File: src/rtl/irq_sequencer.sv
`default_nettype none
// ============================================================================
// Module      : irq_sequencer
// Description : Multi-channel interrupt sequencer placed between fetch, IF/ID
//               and decode. Rising edges on the request lines are latched as
//               pending. Pending requests are masked and prioritised (index 0
//               is the highest priority). An accepted request freezes fetch,
//               injects a two-word PC-save sequence into decode and then
//               redirects fetch to the vector of the channel. A nesting stack
//               of {id, resume PC} lets a higher-priority request preempt a
//               running ISR. RTI pops the stack and redirects fetch back to
//               the saved PC.
// Revision    : 1.0 - initial release
// ----------------------------------------------------------------------------
// Ports
//   clk            in   1         clock, rising edge
//   reset          in   1         asynchronous, active-low reset
//   irq            in   NUM_IRQ   request lines; a rising edge sets pending
//   mask_we        in   1         mask register write enable
//   mask_wdata     in   NUM_IRQ   new mask; 1 = channel disabled
//   next_pc        in   PC_W      resume PC of the instruction in fetch
//   stall          in   1         pipeline stall; sequence and outputs hold
//   rti            in   1         one-cycle pulse: RTI decoded
//   fetch_hold     out  1         freeze PC / IF-ID fill
//   inj_valid      out  1         inj_inst replaces the IF/ID instruction
//   inj_inst       out  INST_W    injected instruction
//   redirect_valid out  1         load redirect_pc into PC
//   redirect_pc    out  PC_W      channel vector or restored PC
//   saved_pc       out  PC_W      PC being saved (valid in INJ_HI / INJ_LO)
//   irq_ack        out  NUM_IRQ   one-hot acknowledge of the accepted channel
//   in_isr         out  1         nesting stack not empty
//   active_id      out  ID_W      channel on top of the stack; 0 when empty
//   err            out  1         sticky: RTI seen with an empty stack
// ============================================================================
module irq_sequencer #(
  parameter int                NUM_IRQ      = 4,
  parameter int                PC_W         = 32,
  parameter int                INST_W       = 16,
  parameter int                NEST_DEPTH   = 2,
  parameter logic [PC_W-1:0]   VEC_BASE     = 32'h0000_0010,
  parameter logic [PC_W-1:0]   VEC_STRIDE   = 32'h0000_0008,
  parameter logic [INST_W-1:0] PUSH_HI_INST = 16'hF801,
  parameter logic [INST_W-1:0] PUSH_LO_INST = 16'hF802,
  localparam int               ID_W         = (NUM_IRQ > 1) ? $clog2(NUM_IRQ) : 1
) (
  input  logic               clk,
  input  logic               reset,
  input  logic [NUM_IRQ-1:0] irq,
  input  logic               mask_we,
  input  logic [NUM_IRQ-1:0] mask_wdata,
  input  logic [PC_W-1:0]    next_pc,
  input  logic               stall,
  input  logic               rti,
  output logic               fetch_hold,
  output logic               inj_valid,
  output logic [INST_W-1:0]  inj_inst,
  output logic               redirect_valid,
  output logic [PC_W-1:0]    redirect_pc,
  output logic [PC_W-1:0]    saved_pc,
  output logic [NUM_IRQ-1:0] irq_ack,
  output logic               in_isr,
  output logic [ID_W-1:0]    active_id,
  output logic               err
);

  // --------------------------------------------------------------------------
  // Constants
  // --------------------------------------------------------------------------
  localparam int DEPTH_W = $clog2(NEST_DEPTH + 1);

  localparam logic [DEPTH_W-1:0] c_depth_full = DEPTH_W'(NEST_DEPTH);
  localparam logic [DEPTH_W-1:0] c_depth_one  = DEPTH_W'(1);
  localparam logic [DEPTH_W-1:0] c_depth_zero = '0;

  localparam logic [2:0] c_st_idle   = 3'd0;
  localparam logic [2:0] c_st_hold   = 3'd1;
  localparam logic [2:0] c_st_inj_hi = 3'd2;
  localparam logic [2:0] c_st_inj_lo = 3'd3;
  localparam logic [2:0] c_st_vector = 3'd4;
  localparam logic [2:0] c_st_return = 3'd5;

  // --------------------------------------------------------------------------
  // State
  // --------------------------------------------------------------------------
  logic [2:0]         r_state;
  logic [NUM_IRQ-1:0] r_irq_q;
  logic [NUM_IRQ-1:0] r_pending;
  logic [NUM_IRQ-1:0] r_mask;
  logic [DEPTH_W-1:0] r_depth;
  logic [ID_W-1:0]    r_stk_id [NEST_DEPTH];
  logic [PC_W-1:0]    r_stk_pc [NEST_DEPTH];
  logic               r_err;

  // --------------------------------------------------------------------------
  // Combinational helpers
  // --------------------------------------------------------------------------
  logic [NUM_IRQ-1:0] w_rise;
  logic [NUM_IRQ-1:0] w_elig;
  logic               w_any_elig;
  logic [ID_W-1:0]    w_win;
  logic [ID_W-1:0]    w_top_id;
  logic [PC_W-1:0]    w_top_pc;
  logic [PC_W-1:0]    w_pop_pc;
  logic [PC_W-1:0]    w_vec;
  logic               w_prio_ok;
  logic               w_accept;
  logic [NUM_IRQ-1:0] w_ack_clr;

  assign w_rise = irq & ~r_irq_q;
  // The mask register is used as currently stored, so a write in the accept
  // cycle only influences arbitration from the following cycle.
  assign w_elig     = r_pending & ~r_mask;
  assign w_any_elig = |w_elig;

  // Fixed priority: lowest set index wins.
  always_comb begin
    w_win = '0;
    for (int i = NUM_IRQ - 1; i >= 0; i--) begin
      if (w_elig[i]) begin
        w_win = ID_W'(i);
      end
    end
  end

  // Stack views. Entries stay in place after a pop, so slot [r_depth] still
  // holds the entry just removed; RETURN uses it as the restore address.
  always_comb begin
    w_top_id = '0;
    w_top_pc = '0;
    w_pop_pc = '0;
    for (int i = 0; i < NEST_DEPTH; i++) begin
      if (r_depth == DEPTH_W'(i + 1)) begin
        w_top_id = r_stk_id[i];
        w_top_pc = r_stk_pc[i];
      end
      if (r_depth == DEPTH_W'(i)) begin
        w_pop_pc = r_stk_pc[i];
      end
    end
  end

  // Vector address of the channel on top of the stack, modulo 2^PC_W.
  assign w_vec = VEC_BASE + (PC_W'(w_top_id) * VEC_STRIDE);

  // With an empty stack any channel may enter; otherwise only a strictly
  // higher-priority channel (smaller index) may preempt the running ISR.
  assign w_prio_ok = (r_depth == c_depth_zero) || (w_win < w_top_id);

  // RTI has precedence over a new acceptance in the same IDLE cycle.
  assign w_accept = (r_state == c_st_idle) && !stall && !rti &&
                    (r_depth < c_depth_full) && w_any_elig && w_prio_ok;

  assign w_ack_clr = w_accept ? (NUM_IRQ'(1) << w_win) : '0;

  // --------------------------------------------------------------------------
  // Sequential logic
  // --------------------------------------------------------------------------
  always_ff @(posedge clk or negedge reset) begin
    if (!reset) begin
      r_state   <= c_st_idle;
      r_irq_q   <= '0;
      r_pending <= '0;
      r_mask    <= '0;
      r_depth   <= '0;
      r_err     <= 1'b0;
      for (int i = 0; i < NEST_DEPTH; i++) begin
        r_stk_id[i] <= '0;
        r_stk_pc[i] <= '0;
      end
    end else begin
      // Edge detection and mask updates keep running through a stall so no
      // request edge is missed while the pipeline is frozen.
      r_irq_q   <= irq;
      // A new edge on a channel in its own accept cycle survives the clear.
      r_pending <= (r_pending & ~w_ack_clr) | w_rise;
      if (mask_we) begin
        r_mask <= mask_wdata;
      end

      if (!stall) begin
        case (r_state)
          c_st_idle: begin
            if (rti) begin
              if (r_depth != c_depth_zero) begin
                r_depth <= r_depth - c_depth_one;
                r_state <= c_st_return;
              end else begin
                r_err <= 1'b1;
              end
            end else if (w_accept) begin
              for (int i = 0; i < NEST_DEPTH; i++) begin
                if (r_depth == DEPTH_W'(i)) begin
                  r_stk_id[i] <= w_win;
                  r_stk_pc[i] <= next_pc;
                end
              end
              r_depth <= r_depth + c_depth_one;
              r_state <= c_st_hold;
            end
          end
          c_st_hold:   r_state <= c_st_inj_hi;
          c_st_inj_hi: r_state <= c_st_inj_lo;
          c_st_inj_lo: r_state <= c_st_vector;
          c_st_vector: r_state <= c_st_idle;
          c_st_return: r_state <= c_st_idle;
          default:     r_state <= c_st_idle;
        endcase
      end
    end
  end

  // --------------------------------------------------------------------------
  // Outputs: decoded purely from registered state, so they hold unchanged
  // whenever a stall freezes the sequence, and fall to 0 as soon as the
  // asynchronous reset clears the registers.
  // --------------------------------------------------------------------------
  always_comb begin
    fetch_hold     = 1'b0;
    inj_valid      = 1'b0;
    inj_inst       = '0;
    redirect_valid = 1'b0;
    redirect_pc    = '0;
    saved_pc       = '0;
    irq_ack        = '0;
    case (r_state)
      c_st_hold: begin
        fetch_hold = 1'b1;
        irq_ack    = NUM_IRQ'(1) << w_top_id;
      end
      c_st_inj_hi: begin
        fetch_hold = 1'b1;
        inj_valid  = 1'b1;
        inj_inst   = PUSH_HI_INST;
        saved_pc   = w_top_pc;
      end
      c_st_inj_lo: begin
        fetch_hold = 1'b1;
        inj_valid  = 1'b1;
        inj_inst   = PUSH_LO_INST;
        saved_pc   = w_top_pc;
      end
      c_st_vector: begin
        fetch_hold     = 1'b1;
        redirect_valid = 1'b1;
        redirect_pc    = w_vec;
      end
      c_st_return: begin
        redirect_valid = 1'b1;
        redirect_pc    = w_pop_pc;
      end
      default: begin
        fetch_hold = 1'b0;
      end
    endcase
  end

  assign in_isr    = (r_depth != c_depth_zero);
  assign active_id = w_top_id;
  assign err       = r_err;

endmodule
`default_nettype wire

File: config.mk
export PLATFORM = sky130hd
export DESIGN_NAME = irq_sequencer
export DESIGN_NICKNAME = d
export VERILOG_FILES = /design/src/rtl/irq_sequencer.sv
export SDC_FILE = /design/constraint.sdc
export NUM_CORES = 1
export LEC_CHECK = 0
export BUFFER_PORTS_ARGS = -buffer_cell sky130_fd_sc_hd__buf_2
export CORE_MARGIN = 2
export CORE_UTILIZATION = 30
export DETAILED_ROUTE_END_ITERATION = 8
export PLACE_DENSITY_LB_ADDON = 0.25
export SLEW_MARGIN = 30
export SYNTH_ARGS = -nofsm -noshare
export SYNTH_HDL_FRONTEND = slang
export SYNTH_SLANG_ARGS = --single-unit
File: constraint.sdc
create_clock -name clk -period 3.1 [get_ports clk]
set_input_delay 0.155 -clock clk [delete_from_list [all_inputs] [get_ports clk]]
set_output_delay 0.155 -clock clk [all_outputs]
set_load 0.005 [all_outputs]
==> qor.yml <==
floorplan:
  core-area_mm2: 0.0151
  std_cell_rows: 45
  num_io_pins: 136
  die_h_um: 128
  start_util_pct: 30.5
  dieWidth_um: 128
  die_area_mm2: 0.0164
logic_synthesis:
  synthesis.area_mm2: 0.00462
  yosysTopAreaCellShare_pct: 46.6
  yosys_warnings: 0
  avgSynthCellArea_um2: 10.3
  synth.largest_area_cell: "dfrtp_1"
  synthArstFlopShare_pct: 100
  postSynthCellCount: 450
  synthDistinctLibCells: 44
  synthFlopType: "dfrtp_1"
  synthTopCellsByArea: "dfrtp_1, mux2_2, a22oi_1"
  synth_edf_count: 0
  ys_seq_elements: 86
  yosysSeqAreaShare_pct: 46.6
setup_path:
  r2r_end: "r_pending[0]$_DFF_PN0_"
  path_max_fanout: 31
  r2r-start: "r_state[1]$_DFFE_PN0P_"
  reg2reg_depth: 5
  reg2reg_slack_ns: 0.45
  path_class: "reg2out"
  endpoint_kind: "output port"
  required_ns: 2.94
  critical_path_arrival_ns: 2.62
  start_kind: "flop"
place:
  gp_congestion: 0.879
  dpl_cell_area_mm2: 0.00536
  place_inst: 733
  pre_cts_ws_ns: 0.533
  port_buffers: 126
  dp_hpwl_um: 8600
global_route:
  grt_use_met2_pct: 26.7
  grt.met1_usage_pct: 20.5
  grt_max_degree: 87
  gr-max-usage-layer: "met2"
  grt_pass1_wl_um: 20200
  grt_remaining_overflow: 0
  grtUsageMet3_pct: 2.13
  antenna_found_initial: 0
  gr-usage-all-layers_pct: 15.7
  first_global_vias: 3895
sta:
  finalClockSkew_ns: 0.00556
  rsz0062_at_grt: "false"
  layout_min_cycle_time_ns: 2.78
  hold_viol: 0
  setup_viol: 0
  fmax_mhz: 360
  final.setup.tns_ns: 0
  max-slew-margin-rel_pct: 45.1
  post-route-period-util_pct: 89.5
  fin_ws_ns: 0.324
  drv_slew: 0
  whs_ns: 0.0488
  tightest_slew_ns: 0.823
final_layout:
  design_area_mm2: 0.00575
  diodes: 0
  multi_input_area_mm2: 0.00220
  instances_no_fill: 754
  final_layout_size_suffix_gt1_share_pct: 40.5
  nets: 609
  regArea_mm2: 0.00215
  final_common_cell: "buf_2"
  syn_to_final_growth_pct: 24.5
  final_cell_mix: "buf_2, dfrtp_1, nor2_1"
  fill_cells: 1544
  utilization_pct: 38.0
clocking:
  htreeDepth: 3
  cts.path.max_buffers: 2
  cts_sinks: 86
  cts_root_buf: "clkbuf_16"
  clk_latency_ns: 0.33
  cts_made_buffers: 9
  cts_tree: "yes"
  clk_pin_slew_worst_paths_ns: 0.06
  post_cts_buffers: 0
pwr:
  ir_drop_mv: 0.257
  total_power_mw: 4.14
  powerDensity_mw_per_mm2: 720
  p_leak_nw: 2.82
detailed_routing:
  drc_errors: 0
  avgViaCountPerCell: 5.17
  vias: 3897
  wl_per_cell_um: 17.0
  drt-total-wl_um: 12900
  drtAntennaViolNets: 0
  drt_iter0_markers: 198
  drtPass1Iterations: 5
worst_hold_path:
  hold_start: "next_pc[9]"
  worstHoldPathType: "in2reg"
  holdPathEnd: "r_stk_pc[9]$_DFFE_PN0P_"
  hold_path_depth: 2
run:
  drv_cap: 0
outcome:
  status: "finished, final reports clean"
-- power breakdown --
group	switching, mW	leakage [nW]	internal, mW	total [mW]
clock network	0.441	0.165	0.775	1.22
logic	0.795	1.51	0.503	1.30
registers	0.242	1.14	1.39	1.63
total	1.48	2.82	2.66	4.14
-- synthesized netlist by cell type, types with 5 or more instances --
cell type / n
clkbuf_1: 22
nor2_1: 77
a22oi_1: 53
nor3_1: 8
a211oi_1: 5
mux2_2: 68
inv_1: 14
a21oi_1: 12
dfrtp_1: 86
o21ai_0: 7
nand2_1: 18
buf_4: 14
nand2b_1: 6
buf_2: 6
-- cell families after synthesis --
group,Yosys count,synth area share [%]
compound gates,107,17.1
xor+xnor,1,0.190
fa+ha+maj,3,0.812
buf+inv,63,7.07
flops,86,46.6
mux,71,17.3
other cells,1,0.0811
simple gates,118,10.9
-- flip-flops by register name (all words and copies together), names as in the netlist --
name and count:
r_mask 4, r_stk_id 4, r_stk_pc 64, err 1
r_depth 2, r_pending 4, r_irq_q 4, r_state 3
-- timing repair --
item,in CTS,in global routing
resized for setup,0,0
hold endpoints to repair,90,0
hold buffers,5,0
-- per-layer routing --
| metal | up-vias | wire [µm] |
|---|---|---|
| met4 | 0 | 219 |
| met5 | - | 0 |
| met1 | 1933 | 5840 |
| met2 | 142 | 6160 |
| li1 | 1810 | - |
| met3 | 12 | 630 |
-- cell type report --
cell class	count	area share, %
sequential	86	37.4
inverter	15	0.979
clock buffer	12	4.63
clock inverter	4	1.33
tap	188	4.09
multi-input combinational	309	38.2
timing repair buffer	140	13.3
-- worst max path at each step --
stage / start / endpoint / slack (ns)
5_1_grt: r_depth[1]$_DFFE_PN0P_ / redirect_pc[4] / 0.17
3_5_place_dp: r_depth[0]$_DFFE_PN0P_ / r_stk_pc[0]$_DFFE_PN0P_ / 0.53
4_1_cts: r_depth[1]$_DFFE_PN0P_ / redirect_pc[4] / 0.31
2_1_floorplan: r_depth[1]$_DFFE_PN0P_ / r_stk_pc[21]$_DFFE_PN0P_ / 0.62
6_report: r_depth[1]$_DFFE_PN0P_ / redirect_pc[4] / 0.32
3_3_place_gp: r_depth[1]$_DFFE_PN0P_ / saved_pc[28] / 0.49
-- critical path: stages (launching register included) --
cell and delay [ns]:
dfrtp_1 0.44, inv_1 0.11, ha_2 0.19, buf_4 0.23
buf_4 0.39, nor2_2 0.04, buf_4 0.26, a221oi_1 0.37
a211oi_1 0.10, buf_2 0.14
(Power assumes the default switching activity.)
